### src/rtl/alu_md_pkg.sv
// Shared definitions for the ALU control decoder and the iterative M-extension sequencer:
// ALU op codes, sequencer states, ALUOp/Funct7/Funct3 constants and decode helpers.
package alu_md_pkg;

  typedef enum logic [3:0] {
    OP_AND  = 4'b0000,
    OP_OR   = 4'b0001,
    OP_ADD  = 4'b0010,
    OP_XOR  = 4'b0011,
    OP_SLL  = 4'b0100,
    OP_SRL  = 4'b0101,
    OP_SUB  = 4'b0110,
    OP_SRA  = 4'b0111,
    OP_BEQ  = 4'b1000,
    OP_BNE  = 4'b1001,
    OP_SLT  = 4'b1010,
    OP_SLTU = 4'b1011,
    OP_BLT  = 4'b1100,
    OP_BGE  = 4'b1101,
    OP_BLTU = 4'b1110,
    OP_BGEU = 4'b1111
  } alu_op_e;

  typedef enum logic [1:0] {
    MD_IDLE = 2'b00,
    MD_BUSY = 2'b01,
    MD_DONE = 2'b10
  } md_state_e;

  localparam logic [1:0] ALUOP_MEM    = 2'b00;
  localparam logic [1:0] ALUOP_BRANCH = 2'b01;
  localparam logic [1:0] ALUOP_ARITH  = 2'b10;
  localparam logic [1:0] ALUOP_JUMP   = 2'b11;

  localparam logic [6:0] F7_BASE   = 7'b0000000;
  localparam logic [6:0] F7_ALT    = 7'b0100000;
  localparam logic [6:0] F7_MULDIV = 7'b0000001;

  localparam logic [2:0] F3_MUL    = 3'b000;
  localparam logic [2:0] F3_MULH   = 3'b001;
  localparam logic [2:0] F3_MULHSU = 3'b010;
  localparam logic [2:0] F3_MULHU  = 3'b011;
  localparam logic [2:0] F3_DIV    = 3'b100;
  localparam logic [2:0] F3_DIVU   = 3'b101;
  localparam logic [2:0] F3_REM    = 3'b110;
  localparam logic [2:0] F3_REMU   = 3'b111;

  function automatic alu_op_e base_op(input logic [2:0] f3);
    alu_op_e op;
    case (f3)
      3'b000:  op = OP_ADD;
      3'b001:  op = OP_SLL;
      3'b010:  op = OP_SLT;
      3'b011:  op = OP_SLTU;
      3'b100:  op = OP_XOR;
      3'b101:  op = OP_SRL;
      3'b110:  op = OP_OR;
      default: op = OP_AND;
    endcase
    return op;
  endfunction

  // Funct3 010/011 are not branch encodings; they fall back to ADD.
  function automatic alu_op_e branch_op(input logic [2:0] f3);
    alu_op_e op;
    case (f3)
      3'b000:  op = OP_BEQ;
      3'b001:  op = OP_BNE;
      3'b100:  op = OP_BLT;
      3'b101:  op = OP_BGE;
      3'b110:  op = OP_BLTU;
      3'b111:  op = OP_BGEU;
      default: op = OP_ADD;
    endcase
    return op;
  endfunction

endpackage

### src/rtl/md_iter_core.sv
// Radix-2 multiply/divide datapath: shared 2*XLEN accumulator (product, or remainder:quotient),
// operand magnitude register, latched sign flags and the final sign correction.
module md_iter_core
  import alu_md_pkg::*;
#(
  parameter int XLEN = 32
) (
  input  logic            clk,
  input  logic            rst_n,
  input  logic            start,
  input  logic            step,
  input  logic [2:0]      funct3,
  input  logic [XLEN-1:0] op_a,
  input  logic [XLEN-1:0] op_b,
  output logic [XLEN-1:0] result
);

  logic [2*XLEN-1:0] acc_q, acc_d;
  logic [XLEN-1:0]   m_q, m_d;
  logic [2:0]        f3_q, f3_d;
  logic              neg_lo_q, neg_lo_d;
  logic              neg_hi_q, neg_hi_d;
  logic              div_zero_q, div_zero_d;

  logic              sign_a, sign_b, is_div;
  logic [XLEN-1:0]   mag_a, mag_b;
  logic [XLEN:0]     mul_sum, rem_shift;
  logic              rem_ge;
  logic [XLEN-1:0]   rem_new, quo, rem;
  logic [2*XLEN-1:0] acc_mul, acc_div, prod;

  always_comb begin
    is_div = funct3[2];
    sign_a = op_a[XLEN-1] && !(funct3 inside {F3_MULHU, F3_DIVU, F3_REMU});
    sign_b = op_b[XLEN-1] && (funct3 inside {F3_MUL, F3_MULH, F3_DIV, F3_REM});
    mag_a  = sign_a ? -op_a : op_a;
    mag_b  = sign_b ? -op_b : op_b;

    // Multiply: upper half accumulates the multiplicand, lower half shifts the multiplier out.
    mul_sum = acc_q[0] ? ({1'b0, acc_q[2*XLEN-1:XLEN]} + {1'b0, m_q})
                       : {1'b0, acc_q[2*XLEN-1:XLEN]};
    acc_mul = {mul_sum, acc_q[XLEN-1:1]};

    // Divide: upper half is the partial remainder, lower half shifts dividend out / quotient in.
    rem_shift = {acc_q[2*XLEN-1:XLEN], acc_q[XLEN-1]};
    rem_ge    = rem_shift >= {1'b0, m_q};
    rem_new   = rem_ge ? (rem_shift[XLEN-1:0] - m_q) : rem_shift[XLEN-1:0];
    acc_div   = {rem_new, acc_q[XLEN-2:0], rem_ge};

    acc_d      = acc_q;
    m_d        = m_q;
    f3_d       = f3_q;
    neg_lo_d   = neg_lo_q;
    neg_hi_d   = neg_hi_q;
    div_zero_d = div_zero_q;
    if (start) begin
      acc_d      = {{XLEN{1'b0}}, (is_div ? mag_a : mag_b)};
      m_d        = is_div ? mag_b : mag_a;
      f3_d       = funct3;
      neg_lo_d   = sign_a ^ sign_b;
      neg_hi_d   = sign_a;
      div_zero_d = (op_b == '0);
    end else if (step) begin
      acc_d = f3_q[2] ? acc_div : acc_mul;
    end

    // Result is taken from the post-step value so the top can capture it on entry to DONE.
    prod = neg_lo_q ? -acc_d : acc_d;
    quo  = acc_d[XLEN-1:0];
    rem  = acc_d[2*XLEN-1:XLEN];
    case (f3_q)
      F3_MUL:                        result = prod[XLEN-1:0];
      F3_MULH, F3_MULHSU, F3_MULHU:  result = prod[2*XLEN-1:XLEN];
      F3_DIV, F3_DIVU:               result = div_zero_q ? '1 : (neg_lo_q ? -quo : quo);
      default:                       result = neg_hi_q ? -rem : rem;
    endcase
  end

  always_ff @(posedge clk or negedge rst_n) begin
    if (!rst_n) begin
      acc_q      <= '0;
      m_q        <= '0;
      f3_q       <= '0;
      neg_lo_q   <= 1'b0;
      neg_hi_q   <= 1'b0;
      div_zero_q <= 1'b0;
    end else begin
      acc_q      <= acc_d;
      m_q        <= m_d;
      f3_q       <= f3_d;
      neg_lo_q   <= neg_lo_d;
      neg_hi_q   <= neg_hi_d;
      div_zero_q <= div_zero_d;
    end
  end

endmodule

### src/rtl/alu_md_controller.sv
// EX-stage ALU control decoder plus iterative M-extension sequencer with stall handshake.
// Optional MD_EARLY_OUT_EN: zero-operand multiplies, divide-by-zero and signed overflow finish in one cycle.
module alu_md_controller
  import alu_md_pkg::*;
#(
  parameter int XLEN = 32
) (
  input  logic            clk,
  input  logic            rst_n,
  input  logic [1:0]      ALUOp,
  input  logic [6:0]      Funct7,
  input  logic [2:0]      Funct3,
  input  logic            ex_valid,
  input  logic            flush,
  input  logic [XLEN-1:0] op_a,
  input  logic [XLEN-1:0] op_b,
  output logic [3:0]      Operation,
  output logic            md_sel,
  output logic            md_stall,
  output logic [XLEN-1:0] md_result,
  output logic            md_valid
);

  localparam int CNT_W = $clog2(XLEN + 1);
  localparam logic [CNT_W-1:0] CNT_LAST = CNT_W'(XLEN - 1);

  alu_op_e         op;
  md_state_e       state_q, state_d;
  logic [CNT_W-1:0] cnt_q, cnt_d;
  logic [XLEN-1:0] md_result_q, md_result_d, core_result;
  logic            accept, core_start, core_step, stall_raw;

  always_comb begin
    op     = OP_ADD;
    md_sel = 1'b0;
    case (ALUOp)
      ALUOP_BRANCH: op = branch_op(Funct3);
      ALUOP_ARITH: begin
        if (Funct7 == F7_MULDIV)                          md_sel = 1'b1;
        else if (Funct7 == F7_ALT && Funct3 == 3'b000)    op = OP_SUB;
        else if (Funct7 == F7_ALT && Funct3 == 3'b101)    op = OP_SRA;
        else if (Funct7 == F7_BASE || Funct7 == F7_ALT)   op = base_op(Funct3);
      end
      ALUOP_MEM, ALUOP_JUMP: op = OP_ADD;
      default: op = OP_ADD;
    endcase
  end

  assign Operation = op;
  assign accept    = ex_valid && md_sel && !flush;

`ifdef MD_EARLY_OUT_EN
  localparam logic [XLEN-1:0] MOST_NEG = {1'b1, {(XLEN-1){1'b0}}};
  logic            early_hit;
  logic [XLEN-1:0] early_result;

  // Divide: bit1 selects remainder, bit0 clear means signed.
  always_comb begin
    early_hit    = 1'b0;
    early_result = '0;
    if (Funct3[2]) begin
      if (op_b == '0) begin
        early_hit    = 1'b1;
        early_result = Funct3[1] ? op_a : '1;
      end else if (!Funct3[0] && op_a == MOST_NEG && op_b == '1) begin
        early_hit    = 1'b1;
        early_result = Funct3[1] ? '0 : op_a;
      end
    end else if (op_a == '0 || op_b == '0) begin
      early_hit = 1'b1;
    end
  end
`endif

  always_comb begin
    state_d     = state_q;
    cnt_d       = cnt_q;
    md_result_d = md_result_q;
    core_start  = 1'b0;
    core_step   = 1'b0;
    stall_raw   = 1'b0;
    md_valid    = 1'b0;
    if (flush) begin
      state_d = MD_IDLE;
      cnt_d   = '0;
    end else begin
      case (state_q)
        MD_IDLE: begin
          if (accept) begin
            core_start = 1'b1;
            stall_raw  = 1'b1;
            cnt_d      = '0;
            state_d    = MD_BUSY;
`ifdef MD_EARLY_OUT_EN
            if (early_hit) begin
              state_d     = MD_DONE;
              md_result_d = early_result;
            end
`endif
          end
        end
        MD_BUSY: begin
          stall_raw = 1'b1;
          core_step = 1'b1;
          cnt_d     = cnt_q + 1'b1;
          if (cnt_q == CNT_LAST) begin
            state_d     = MD_DONE;
            cnt_d       = '0;
            md_result_d = core_result;
          end
        end
        MD_DONE: begin
          md_valid = 1'b1;
          state_d  = MD_IDLE;
        end
        default: state_d = MD_IDLE;
      endcase
    end
    // Reset must silence the stall even while an M op is sitting in EX.
    md_stall = stall_raw && rst_n;
  end

  always_ff @(posedge clk or negedge rst_n) begin
    if (!rst_n) begin
      state_q     <= MD_IDLE;
      cnt_q       <= '0;
      md_result_q <= '0;
    end else begin
      state_q     <= state_d;
      cnt_q       <= cnt_d;
      md_result_q <= md_result_d;
    end
  end

  assign md_result = md_result_q;

  md_iter_core #(.XLEN(XLEN)) u_core (
    .clk    (clk),
    .rst_n  (rst_n),
    .start  (core_start),
    .step   (core_step),
    .funct3 (Funct3),
    .op_a   (op_a),
    .op_b   (op_b),
    .result (core_result)
  );

endmodule

### config.mk
export PLATFORM = sky130hd
export DESIGN_NAME = alu_md_controller
export DESIGN_NICKNAME = d
export VERILOG_FILES = /design/src/rtl/alu_md_pkg.sv /design/src/rtl/md_iter_core.sv /design/src/rtl/alu_md_controller.sv
export SDC_FILE = /design/constraint.sdc
export NUM_CORES = 1
export LEC_CHECK = 0
export BUFFER_PORTS_ARGS = -buffer_cell sky130_fd_sc_hd__buf_2
export CAP_MARGIN = 20
export CORE_ASPECT_RATIO = 2
export CORE_UTILIZATION = 30
export DETAILED_ROUTE_END_ITERATION = 8
export GPL_TIMING_DRIVEN = 0
export PLACE_DENSITY = 0.56
export SLEW_MARGIN = 5
export SYNTH_ARGS = -nofsm -noshare
export SYNTH_HDL_FRONTEND = slang
export SYNTH_SLANG_ARGS = --single-unit
### constraint.sdc
create_clock -name clk -period 14.5 [get_ports clk]
set_input_delay 2.9 -clock clk [delete_from_list [all_inputs] [get_ports clk]]
set_output_delay 2.9 -clock clk [all_outputs]
set_load 0.02 [all_outputs]
=== Word level (Yosys, flattened, before mapping) ===
Index checks and enable logic that the tools add are counted.

* $add $sub $neg: 8
* $lt $le $gt $ge: 1
* Equality and inequality tests: 22
* Mux-type cells: 40
* Bitwise gates (word level): 2
* Reduce and logical (&&, ||, !) cells: 25

{| class="wikitable"
|+ Operators by type and width
! cell !! number
|-
| 32-bit 2-to-1 mux || 8
|-
| 64-bit 2-to-1 mux || 4
|-
| 32-bit negator || 4
|-
| 32-bit one-hot mux with 3 select lines || 1
|-
| 64-bit negator || 1
|-
| 32-bit by 32-bit adder with 33-bit output || 1
|-
| 33-bit by 32-bit greater-or-equal comparator with 1-bit output || 1
|-
| 33-bit 2-to-1 mux || 1
|-
| 32-bit logical NOT || 1
|-
| 32-bit subtractor || 1
|-
| 4-bit one-hot mux with 7 select lines || 1
|-
| 4-bit one-hot mux with 6 select lines || 1
|-
| 3-bit equality test (second input constant) || 6
|-
| 6-bit 2-to-1 mux || 3
|-
| 4-bit 2-to-1 mux || 4
|-
| 3-bit by 2-bit equality test with 1-bit output (second input constant) || 4
|-
| 4-bit one-hot mux with 3 select lines || 1
|-
| 6-bit one-hot mux with 2 select lines || 1
|-
| 1-bit 2-to-1 mux || 10
|-
| 7-bit by 1-bit equality test with 1-bit output (second input constant) || 1
|-
| 7-bit by 6-bit equality test with 1-bit output (second input constant) || 1
|-
| 1-bit logical AND || 7
|-
| 7-bit logical NOT || 1
|-
| 6-bit by 1-bit adder with 6-bit output (second input constant) || 1
|-
| other kinds (20) || 33
|}

* Register bits after elaboration: 142
* Output and inout bits: 39

=== Longest topological paths before layout ===
Gate-level depths: netlist of run 1.

* Word-level depth: 13
* Gate-level depth with buffers: 23
* Mapped depth without buffers: 21

=== Cells and area by module ===
From an unflattened synthesis of run 1, not the netlist that was laid out.

* Cell total of the unflattened synthesis: 2268
* Area, all modules: 17126.4 um^2

{| class="wikitable"
|+ Modules (own cells, without submodules)
! module !! times used !! cells an instance !! area an instance (um^2)
|-
| md_iter_core || 1 || 2122 || 15282.2
|-
| alu_md_controller || 1 || 146 || 1844.3
|}

=== Worst setup path after synthesis of run 1 ===
No wires, ideal clock.

* Path type: in2out
* Start point: in Funct3[2]
* End point: out Operation[0]
* Arrival time: 4853 ps
* Data required time: 11600 ps
* Setup slack: 6747 ps
* Stages on the path: 7
* Cells stage by stage: buf_2 clkbuf_1 clkbuf_1 clkbuf_1 buf_1 clkbuf_1 a221o_1

* Longest elaborated chain between the ends: 7
* Elaborated cells on any way between the ends: 17

{| class="wikitable"
|+ RTL lines
! item !! RTL line !! RTL
|-
| start: declaration || alu_md_controller.sv:12 || <nowiki>input logic [2:0] Funct3,</nowiki>
|-
| 3-bit equality test, or another cell as far along || alu_md_pkg.sv:50, alu_md_pkg.sv:66 ||
|-
| 4-bit one-hot mux with 7 select lines || alu_md_pkg.sv:50 || <nowiki>case (f3)</nowiki>
|-
| 4-bit 2-to-1 mux || alu_md_controller.sv:42 || <nowiki>else if (Funct7 == F7_BASE || Funct7 == F7_ALT) op = base_op(Funct3);</nowiki>
|-
| 4-bit 2-to-1 mux || alu_md_controller.sv:41 || <nowiki>else if (Funct7 == F7_ALT && Funct3 == 3'b101) op = OP_SRA;</nowiki>
|-
| 4-bit 2-to-1 mux || alu_md_controller.sv:40 || <nowiki>else if (Funct7 == F7_ALT && Funct3 == 3'b000) op = OP_SUB;</nowiki>
|-
| 4-bit 2-to-1 mux || alu_md_controller.sv:39 || <nowiki>if (Funct7 == F7_MULDIV) md_sel = 1'b1;</nowiki>
|-
| 4-bit one-hot mux with 3 select lines (*) || alu_md_controller.sv:36 || <nowiki>case (ALUOp)</nowiki>
|-
| end: declaration || alu_md_controller.sv:17 || <nowiki>output logic [3:0] Operation,</nowiki>
|}

Mark *: on every way between the ends. The rest lies on a longest branch, timed or not.

=== Worst setup path after layout of run 1 ===
* Start point: in flush
* End point: reg md_result_q[16] (netlist: md_result[16])

* Longest elaborated chain between the ends: 10
* Elaborated cells on any way between the ends: 18

{| class="wikitable"
|+ RTL lines
! item !! RTL line !! RTL
|-
| start: declaration || alu_md_controller.sv:14 || <nowiki>input logic flush,</nowiki>
|-
| 1-bit logical NOT || alu_md_controller.sv:50 || <nowiki>assign accept = ex_valid && md_sel && !flush;</nowiki>
|-
| 1-bit logical AND || alu_md_controller.sv:50 ||
|-
| 1-bit 2-to-1 mux || alu_md_controller.sv:89 || <nowiki>if (accept) begin</nowiki>
|-
| 1-bit 2-to-1 mux || alu_md_controller.sv:87 || <nowiki>case (state_q)</nowiki>
|-
| 1-bit 2-to-1 mux || alu_md_controller.sv:83 || <nowiki>if (flush) begin</nowiki>
|-
| 64-bit 2-to-1 mux (*) || md_iter_core.sv:56 || <nowiki>if (start) begin</nowiki>
|-
| named net u_core.acc_d[0] || md_iter_core.sv:18 || <nowiki>logic [2*XLEN-1:0] acc_q, acc_d;</nowiki>
|-
| 32-bit negator || md_iter_core.sv:74 || <nowiki>F3_DIV, F3_DIVU: result = div_zero_q ? '1 : (neg_lo_q ? -quo : quo);</nowiki>
|-
| 32-bit 2-to-1 mux (2 in a row) || md_iter_core.sv:74 ||
|-
| 32-bit one-hot mux with 3 select lines (*) || md_iter_core.sv:71 || <nowiki>case (f3_q)</nowiki>
|-
| end signal: assignment || alu_md_controller.sv:131 || <nowiki>md_result_q <= md_result_d;</nowiki>
|-
| end: declaration || alu_md_controller.sv:30 || <nowiki>logic [XLEN-1:0] md_result_q, md_result_d, core_result;</nowiki>
|}

The timed path passes the listed nets; every way through them passes the cells marked *.
A chain may end at the register's enable or synchronous reset.

==> results of run 1 <==
through the flow:
step                hold WS, ns  cells  utilization, %
floorplan                0.4599   2204               -
global placement         0.4622   2993           32.95
detailed placement       0.4639   3001           33.12
CTS                      0.4779   3033           34.28
global route             0.5209   3035           34.30
finish                   0.4659   3039           34.32
critical path, stage by stage:
cell	delay (ns)
buf_2	0.18
nor3b_1	0.32
buf_2	0.39
buf_4	0.28
buf_2	0.38
clkbuf_1	0.51
clkbuf_1	0.63
clkbuf_1	0.48
clkbuf_1	0.85
o21ai_0	0.22
and2_1	0.20
inv_1	0.14
ha_1	0.20
inv_1	0.08
nor3_2	0.39
nand2_1	0.18
or3_1	0.41
or4_1	0.67
o31ai_1	0.36
xnor2_1	0.15
a221oi_1	0.57
o31ai_1	0.15
registers in the layout, summed over array words and instances (netlist names):
signal             count
state_q                2
u_core.div_zero_q      1
md_result             32
u_core.f3_q            3
u_core.neg_hi_q        1
cnt_q                  6
u_core.m_q            32
u_core.acc_q          64
u_core.neg_lo_q        1
cells in the mapped netlist (29+ instances only):
library cell | n | area share, %
a211oi_1 | 37 | 1.7
a21o_1 | 31 | 1.4
a21oi_1 | 158 | 4.8
a31oi_1 | 43 | 1.6
clkbuf_1 | 102 | 2.3
dfrtp_1 | 142 | 21
ha_1 | 71 | 5.4
inv_1 | 90 | 2.0
mux2i_1 | 65 | 3.9
nand2_1 | 227 | 5.1
nand3_1 | 45 | 1.4
nand4_1 | 33 | 1.2
nor2_1 | 157 | 3.6
nor3_1 | 62 | 1.9
o211ai_1 | 55 | 2.5
o21a_1 | 29 | 1.3
o21ai_0 | 207 | 6.3
o31ai_1 | 45 | 2.0
or3_1 | 32 | 1.2
xnor2_1 | 82 | 4.3
xor2_1 | 54 | 2.9
cell families after synthesis:
| group | synth area share (%) |
|---|---|
| compound gates | 32.86 |
| simple gates | 22.96 |
| buf+inv | 5.422 |
| flops | 21.48 |
| xor+xnor | 7.199 |
| mux | 4.477 |
| fa+ha+maj | 5.611 |
cell type report:
| cell class | count | area (um2) | area share (%) |
|---|---|---|---|
| well taps | 676 | 845.8 | 4.522 |
| multi-input cells | 1835 | 12110 | 64.74 |
| clock buffers | 17 | 425.4 | 2.275 |
| inverters | 90 | 337.8 | 1.806 |
| clock inverters | 15 | 207.7 | 1.111 |
| diodes | 4 | 10.01 | 0.05352 |
| plain buffers | 137 | 559.3 | 2.990 |
| repair buffers | 123 | 655.6 | 3.505 |
| flip-flops and latches | 142 | 3553 | 19.00 |
power groups by stage:
stage / registers [W] / clock network, W / logic (W)
after floorplan: 0.000414 / 0 / 0.000152
after global placement: 0.000418 / 0 / 0.000263
after detailed placement: 0.000418 / 0 / 0.000267
after CTS: 0.000411 / 0.000506 / 0.000268
after global routing: 0.000411 / 0.000519 / 0.000291
final: 0.000411 / 0.000501 / 0.000277
worst paths after layout:
path,from,endpoint,slack [ns]
max,flush,md_result[16],4.15
min,md_result[26],md_result[26],0.47
max reg2reg,state_q[0],md_result[16],6.07
min reg2reg,md_result[26],md_result[26],0.47
max in group asynchronous,rst_n,u_core.m_q[3],11.31
min in group asynchronous,rst_n,md_result[7],2.33
metal layers:
layer / part of all wire (%) / wire, um / GRT usage (%)
met4: 14 / 12860 / 38.94
met5: 0.025 / 24 / 0
met2: 50 / 47630 / 60.75
met3: 5.2 / 4888 / 5.787
met1: 31 / 29350 / 29.10
==> flow_metrics.env, run 1 <==
export IMPL_status="finished clean"
export IMPL_track_usage_pct=33.59
export IMPL_avgSynthCellArea_um2=7.507
export IMPL_synth_cell_type_count=95
export IMPL_worstSetupStartpointType="primary input"
export IMPL_core_area_um2=54500
export IMPL_fin_area_um2=18700
export IMPL_synth_cells=2204
export IMPL_tritoncts="yes"
export IMPL_ant_nets=0
export IMPL_cts_resized=0
export IMPL_gp_congestion=1.024
export IMPL_grt_pass1_wl_mm=134.8
export IMPL_place_ws_ns=3.952
export IMPL_worst_slew_pin_slew_ns=1.298
export IMPL_fin_skew_ns=0.01630
export IMPL_p_comb_share_pct=23.3
export IMPL_ir_drop_uv=75.00
export IMPL_cts_root_buf="clkbuf_16"
export IMPL_drc=0
export IMPL_timing_final_crit_share_pct=71.41
export IMPL_drtPass1Iterations=6
export IMPL_internal_power_w=0.0007759
export IMPL_hp_class="register to register"
export IMPL_hpwl_mm=77.89
export IMPL_grt_pass1_vias=19702
export IMPL_nNetsFinal=2499
export IMPL_cp_data_arrival_time_ns=10.68
export IMPL_start_util_pct=30.36
export IMPL_final_cell_mix="227 x nand2_1, 207 x o21ai_0, 158 x a21oi_1"
export IMPL_finalWorstSetupSlack_ns=4.146
export IMPL_drt_initial_drc_count=1732
export IMPL_grt_overflow=0
export IMPL_synth_edf_count=0
export IMPL_drv_cap=0
export IMPL_min_path_cells=2
export IMPL_synthArstFlopShare_pct=100.0
export IMPL_drive_gt1_share_pct=10.39
export IMPL_clockPowerShare_pct=42.1
export IMPL_cts_sinks=142
export IMPL_die_area_um2=56150
export IMPL_switchingPower_w=0.0004133
export IMPL_clk_latency_ns=0.48
export IMPL_drt_total_wl_mm=94.75
export IMPL_die_height_um=334.1
export IMPL_p_sw_share_pct=34.75
export IMPL_cts_buffers=17
export IMPL_yosysWarnings=0
export IMPL_antenna_found_initial=6
export IMPL_io_pins=119
export IMPL_cts_setup_buffers=0
export IMPL_final_common_cell="nand2_1"
export IMPL_reg2regPathDepth=21
export IMPL_seq_power_share_pct=34.6
export IMPL_leakage_nw=7.921
export IMPL_via_per_inst=6.405
export IMPL_rsz0062_at_grt="no"
export IMPL_end_kind="register"
export IMPL_wl_per_cell_um=31.18
export IMPL_finalMaxSlewViolations=0
export IMPL_fmax_ghz=0.09658
export IMPL_clock_path_buffers=2
export IMPL_area_growth_pct=13.04
export IMPL_layout_min_cycle_time_ns=10.35
export IMPL_die_w_um=168.1
export IMPL_cts_htree_levels=4
export IMPL_fp_row_count=121
export IMPL_cp_data_required_time_ns=14.82
export IMPL_critPathKind="primary input to register"
export IMPL_yosys_register_bits=142
export IMPL_path_max_fanout=10
export IMPL_vias=19464
export IMPL_powerDensity_nw_per_um2=63.58
export IMPL_finalPower_w=0.001189
export IMPL_netlist_area_um2=16550
export IMPL_setup_viol=0
export IMPL_place_area_um2=18050
export IMPL_hold_viol=0
export IMPL_fillers=5922
export IMPL_max_slew_margin_pct=12.77
export IMPL_grt_max_degree=100
export IMPL_synth_flop_cell="dfrtp_1"
export IMPL_cts_hold_buf=0
export IMPL_fin_tns_setup_ns=0
export IMPL_seq_area_frac_synth_pct=21.48
export IMPL_cts_clk_slew_worst_paths_ns=0.06
export IMPL_port_buffers=113
export IMPL_synth_nets=2357
Note: power is estimated with default switching activity, not from simulation.
==> run 2: changes to the inputs <==
--- a/config.mk
+++ b/config.mk
@@ -11,7 +11,7 @@
 export CORE_UTILIZATION = 30
 export DETAILED_ROUTE_END_ITERATION = 8
 export GPL_TIMING_DRIVEN = 0
-export PLACE_DENSITY = 0.56
+export PLACE_DENSITY = 0.58
 export SLEW_MARGIN = 5
 export SYNTH_ARGS = -nofsm -noshare
 export SYNTH_HDL_FRONTEND = slang
==> constraint.sdc (replaced) <==
create_clock -name clk -period 9.4 [get_ports clk]
set_input_delay 1.88 -clock clk [delete_from_list [all_inputs] [get_ports clk]]
set_output_delay 1.88 -clock clk [all_outputs]
set_load 0.02 [all_outputs]
==> flow_metrics.env, run 2 (synthesized netlist as in run 1, its figures left out) <==
export IMPL_rsz0062_at_grt="no"
export IMPL_top_layer="met4"
export IMPL_seq_power_share_pct=34.2
export IMPL_drt_initial_drc_count=1795
export IMPL_timing_final_crit_share_pct=95.73
export IMPL_clock_path_buffers=3
export IMPL_wl_per_cell_um=30.97
export IMPL_finalPower_w=0.001859
export IMPL_drtPass1Iterations=6
export IMPL_largest_reg_flops=64
export IMPL_clockPowerShare_pct=43.1
export IMPL_fin_tns_setup_ns=0
export IMPL_drive_gt1_share_pct=10.36
export IMPL_final_cell_mix="227 x nand2_1, 207 x o21ai_0, 158 x a21oi_1"
export IMPL_end_kind="register"
export IMPL_vias=19688
export IMPL_layout_min_cycle_time_ns=8.998
export IMPL_wl_met2_mm=45.98
export IMPL_grt_overflow=0
export IMPL_start_util_pct=30.36
export IMPL_crit_path_start="flush"
export IMPL_finalMaxSlewViolations=0
export IMPL_cts_htree_levels=4
export IMPL_cts_sinks=142
export IMPL_hp_class="register to register"
export IMPL_fin_skew_ns=0.02052
export IMPL_holdCritStartpoint="md_result[26]"
export IMPL_die_area_um2=56150
export IMPL_drt_total_wl_mm=94.18
export IMPL_p_comb_share_pct=22.7
export IMPL_tritoncts="yes"
export IMPL_wl_met3_mm=6.847
export IMPL_path_max_fanout=10
export IMPL_antenna_found_initial=3
export IMPL_max_flop_register="u_core.acc_q"
export IMPL_path_cells="buf_2, nor3b_1, buf_2, buf_4, buf_2, clkbuf_1, clkbuf_1, clkbuf_1, clkbuf_1, o21ai_0, and2_1, inv_1, ha_1, inv_1, nor3_2, nand2_1, or3_1, or4_1, o31ai_1, xnor2_1, a221oi_1, o31ai_1"
export IMPL_via_per_inst=6.474
export IMPL_cp_data_required_time_ns=9.76
export IMPL_cts_buffers=25
export IMPL_grt_pass1_wl_mm=134.6
export IMPL_status="finished clean"
export IMPL_place_ws_ns=0.1729
export IMPL_ant_nets=0
export IMPL_switchingPower_w=0.0006180
export IMPL_drv_cap=0
export IMPL_grt_pass1_vias=19916
export IMPL_port_buffers=113
export IMPL_cts_root_buf="clkbuf_16"
export IMPL_r2r_setup_slack_ns=1.31
export IMPL_gp_congestion=1.035
export IMPL_worstSetupStartpointType="primary input"
export IMPL_worst_slew_pin_slew_ns=1.249
export IMPL_area_growth_pct=13.38
export IMPL_critPathSlowestCell="clkbuf_1"
export IMPL_final_common_cell="nand2_1"
export IMPL_io_pins=119
export IMPL_critPathCapture="md_result[16]"
export IMPL_die_w_um=168.1
export IMPL_fmax_ghz=0.1111
export IMPL_nNetsFinal=2511
export IMPL_hold_viol=0
export IMPL_max_stage_delay_ns=0.79
export IMPL_leakage_nw=7.973
export IMPL_grt_max_degree=102
export IMPL_cts_setup_buffers=0
export IMPL_internal_power_w=0.001241
export IMPL_wl_met1_mm=28.62
export IMPL_reg2regPathDepth=21
export IMPL_core_area_um2=54500
export IMPL_setup_viol=0
export IMPL_cp_data_arrival_time_ns=9.36
export IMPL_cp_depth=22
export IMPL_worst_hold_slack_ns=0.4709
export IMPL_clk_latency_ns=0.53
export IMPL_crit_path_frequent_cell="clkbuf_1"
export IMPL_die_height_um=334.1
export IMPL_fp_row_count=121
export IMPL_critPathKind="primary input to register"
export IMPL_cts_clk_slew_worst_paths_ns=0.06
export IMPL_cts_resized=0
export IMPL_p_sw_share_pct=33.25
export IMPL_min_path_cells=2
export IMPL_final_core_utilization_pct=34.42
export IMPL_fillers=5873
export IMPL_worst_path_buf_inv=10
export IMPL_track_usage_pct=33.49
export IMPL_timing_rr_start="state_q[0]"
export IMPL_ir_drop_uv=79.99
export IMPL_drc=0
export IMPL_crit_reg2reg_capture="md_result[16]"
export IMPL_powerDensity_nw_per_um2=99.08
export IMPL_finalWorstSetupSlack_ns=0.4015
export IMPL_max_slew_margin_pct=16.36
export IMPL_hpwl_mm=74.51
export IMPL_cp_top_family="buffers and inverters"
export IMPL_cts_hold_buf=0
run 2: power groups by stage:
stage	registers, W	logic (W)	clock network [W]
6_report	0.000636	0.000422	0.000800
5_1_grt	0.000636	0.000446	0.000833
4_1_cts	0.000635	0.000404	0.000809
3_5_place_dp	0.000646	0.000402	0
3_3_place_gp	0.000646	0.000397	0
2_1_floorplan	0.000638	0.000235	0
run 2: final cells by class:
cell class                 count  area [um2]  share of cell area [%]
antenna                        1       2.502                 0.01334
buffer                       137       559.3                   2.981
clock buffer                  30       664.4                   3.542
clock inverter                 3       15.01                 0.08004
inverter                      90       337.8                   1.801
multi-input combinational   1835       12100                   64.51
sequential                   142        3553                   18.94
tap                          676       845.8                   4.509
timing repair buffer         127       679.4                   3.622
run 2: how the worst min path moves through the flow:
stage | slack [ns] | end
finish | 0.47 | md_result[26]
floorplan | 0.46 | cnt_q[3]
CTS | 0.48 | md_result[26]
global placement | 0.46 | md_result[26]
detailed placement | 0.47 | md_result[26]
global route | 0.49 | md_result[26]
run 2: worst min-delay path, cell delays in order (launching register included):
cell and delay [ns]:
dfrtp_1 0.34, nand2_1 0.05, nand2_1 0.05
run 2: metal layers:
layer  track usage (%)  vias up
met5                 0        -
met4             38.80        0
met3             6.852      516
met2             58.88     1242
met1             29.75     9273
li1                  -     8657
run 2: metrics by stage:
step / cells / cell area (um2)
3_5_place_dp: 3004 / 18060
5_1_grt: 3040 / 18760
3_3_place_gp: 2993 / 17960
2_1_floorplan: 2204 / 16550
6_report: 3041 / 18760
4_1_cts: 3037 / 18740
==> run 3: changes to the inputs <==
--- a/config.mk
+++ b/config.mk
@@ -5,13 +5,14 @@
 export SDC_FILE = /design/constraint.sdc
 export NUM_CORES = 1
 export LEC_CHECK = 0
+export ABC_AREA = 1
 export BUFFER_PORTS_ARGS = -buffer_cell sky130_fd_sc_hd__buf_2
 export CAP_MARGIN = 20
 export CORE_ASPECT_RATIO = 2
-export CORE_UTILIZATION = 30
+export CORE_UTILIZATION = 40
 export DETAILED_ROUTE_END_ITERATION = 8
 export GPL_TIMING_DRIVEN = 0
-export PLACE_DENSITY = 0.58
+export PLACE_DENSITY = 0.7
 export SLEW_MARGIN = 5
 export SYNTH_ARGS = -nofsm -noshare
 export SYNTH_HDL_FRONTEND = slang
==> flow_metrics.env, run 3 <==
export IMPL_status="finished clean"
export IMPL_synth_edf_count=0
export IMPL_netlist_area_um2=18790
export IMPL_final_common_cell="nand2_1"
export IMPL_leakage_nw=11.19
export IMPL_grt_overflow=0
export IMPL_max_flop_register="u_core.acc_q"
export IMPL_end_kind="output pin"
export IMPL_worstSetupStartpointType="primary input"
export IMPL_timing_final_crit_share_pct=71.00
export IMPL_holdCritStartpoint="md_result[26]"
export IMPL_synth_nets=3512
export IMPL_cts_root_buf="clkbuf_16"
export IMPL_cts_hold_buf=0
export IMPL_core_area_um2=46520
export IMPL_powerDensity_nw_per_um2=130.3
export IMPL_yosys_area_share_simple_pct=47.37
export IMPL_cp_data_arrival_time_ns=4.79
export IMPL_cts_resized=0
export IMPL_fin_skew_ns=0.01170
export IMPL_grt_max_degree=89
export IMPL_yosysTopAreaCell="nand2_1"
export IMPL_avgSynthCellArea_um2=5.595
export IMPL_clk_latency_ns=0.48
export IMPL_fin_tns_setup_ns=0
export IMPL_drt_initial_drc_count=1894
export IMPL_largest_reg_flops=64
export IMPL_via_per_inst=5.625
export IMPL_synth_cells=3359
export IMPL_tritoncts="yes"
export IMPL_fp_row_count=112
export IMPL_final_cells=4138
export IMPL_synthArstFlopShare_pct=100.0
export IMPL_max_slew_margin_pct=23.42
export IMPL_die_height_um=308.5
export IMPL_die_w_um=155.3
export IMPL_die_area_um2=47910
export IMPL_muxShareOfSynthArea_pct=0
export IMPL_drt_total_wl_mm=94.16
export IMPL_grt_pass1_wl_mm=137.6
export IMPL_wl_per_cell_um=22.76
export IMPL_drc=0
export IMPL_ant_nets=0
export IMPL_path_max_fanout=10
export IMPL_hpwl_mm=76.52
export IMPL_hold_viol=0
export IMPL_min_path_cells=2
export IMPL_dpl_cell_count=4105
export IMPL_drv_cap=0
export IMPL_worst_slew_pin_slew_ns=1.141
export IMPL_hp_class="register to register"
export IMPL_cts_setup_buffers=0
export IMPL_seq_area_frac_synth_pct=18.91
export IMPL_drive_gt1_share_pct=9.943
export IMPL_synth_xor_area_share_pct=2.563
export IMPL_holdPathEnd="md_result[26]"
export IMPL_io_pins=119
export IMPL_synth_compound_area_share_pct=12.50
export IMPL_synth_flop_cell="dfrtp_1"
export IMPL_track_usage_pct=39.85
export IMPL_antenna_found_initial=6
export IMPL_ys_top_cells_by_area="nand2_1 24%, dfrtp_1 19%, inv_1 10%"
export IMPL_crit_reg2reg_capture="md_result[12]"
export IMPL_synth_top_family_by_area="simple AND/OR/NAND/NOR gates"
export IMPL_vias=23278
export IMPL_rsz0062_at_grt="no"
export IMPL_cts_htree_levels=4
export IMPL_gp_congestion=1.074
export IMPL_yosys_register_bits=142
export IMPL_cts_sinks=142
export IMPL_cp_data_required_time_ns=7.52
export IMPL_setup_viol=0
export IMPL_area_growth_pct=10.67
export IMPL_synthTopCellsByCount="1,192 x nand2_1, 510 x inv_1, 346 x nand3_1"
export IMPL_yosys_area_share_adder_pct=4.940
export IMPL_ir_drop_uv=158.9
export IMPL_layout_min_cycle_time_ns=6.674
export IMPL_cts_buffers=17
export IMPL_synth_top_area_share_pct=23.81
export IMPL_start_util_pct=40.39
export IMPL_grt_pass1_vias=22712
export IMPL_port_buffers=118
export IMPL_clock_path_buffers=2
export IMPL_cts_clk_slew_worst_paths_ns=0.07
export IMPL_timing_rr_start="u_core.m_q[0]"
export IMPL_critPathKind="primary input to output pin"
export IMPL_drtPass1Iterations=6
export IMPL_final_cell_mix="1,192 x nand2_1, 510 x inv_1, 346 x nand3_1"
export IMPL_post_synth_top_count_cell="nand2_1"
export IMPL_reg2regPathDepth=21
export IMPL_r2r_setup_slack_ns=4.60
export IMPL_yosysWarnings=0
export IMPL_finalMaxSlewViolations=0
export IMPL_fmax_ghz=0.1498
export IMPL_nNetsFinal=3650
export IMPL_synth_cell_type_count=60
==> run 3: per-stage QoR <==
| step | cell area [um2] | setup slack (ns) | hold WS, ns | utilization [%] | power (W) |
|---|---|---|---|---|---|
| 2_1_floorplan | 18790 | 3.755 | 0.4540 | - | 0.001467 |
| 3_3_place_gp | 20170 | 2.586 | 0.4603 | 43.35 | 0.001932 |
| 3_5_place_dp | 20200 | 2.821 | 0.4613 | 43.42 | 0.001937 |
| 4_1_cts | 20790 | 2.807 | 0.4809 | 44.70 | 0.002630 |
| 5_1_grt | 20790 | 2.674 | 0.5037 | 44.70 | 0.002830 |
| 6_report | 20800 | 2.726 | 0.4769 | 44.70 | 0.002709 |
==> run 3: critical path, cell delays in order <==
cell	delay, ns
buf_2	0.09
inv_1	0.04
ha_1	0.28
nand4_2	0.16
buf_6	0.19
buf_2	0.27
buf_2	0.24
clkbuf_1	0.62
buf_1	0.66
a211oi_1	0.16
buf_2	0.21
==> run 3: how the worst max path moves through the flow <==
| stage | from | slack, ns | endpoint |
|---|---|---|---|
| 2_1_floorplan | ALUOp[0] | 3.75 | md_stall |
| 3_3_place_gp | rst_n | 2.59 | md_stall |
| 3_5_place_dp | ALUOp[0] | 2.82 | md_stall |
| 4_1_cts | ALUOp[0] | 2.81 | md_stall |
| 5_1_grt | ALUOp[0] | 2.67 | md_stall |
| 6_report | ALUOp[0] | 2.73 | md_stall |
==> run 3: final cells by class <==
type	count	area, um2
Tap cell	627	784.5
Fill cell	5376	25730
Buffer	101	595.6
Clock inverter	15	167.7
Antenna cell	1	2.502
Multi-Input combinational cell	2589	12660
Clock buffer	17	425.4
Inverter	527	1982
Timing Repair Buffer	119	624.3
Sequential cell	142	3553
==> run 3: where the power goes <==
group | switching, W | internal [W] | leakage, nW | total [W]
clock | 0.000346 | 0.000356 | 0.287 | 0.000703
sequential | 0.0000972 | 0.000653 | 1.73 | 0.000750
combinational | 0.000904 | 0.000352 | 9.17 | 0.00126
total | 0.00135 | 0.00136 | 11.2 | 0.00271
==> run 3: cells by family after synthesis <==
logic type,Yosys count
xor gates and xnor gates,55
DFF,142
and+or+nand+nor,2046
adders and majority gates,73
AOI/OAI and AO/OA,415
buffers and inverters,628
==> run 3: layer usage <==
metal / wire length (um) / up-vias / global-route usage (%)
li1: - / 10957 / -
met1: 29760 / 10577 / 36.53
met2: 45100 / 1160 / 68.42
met3: 6354 / 574 / 8.168
met4: 12890 / 10 / 46.63
met5: 66 / - / 0.2070
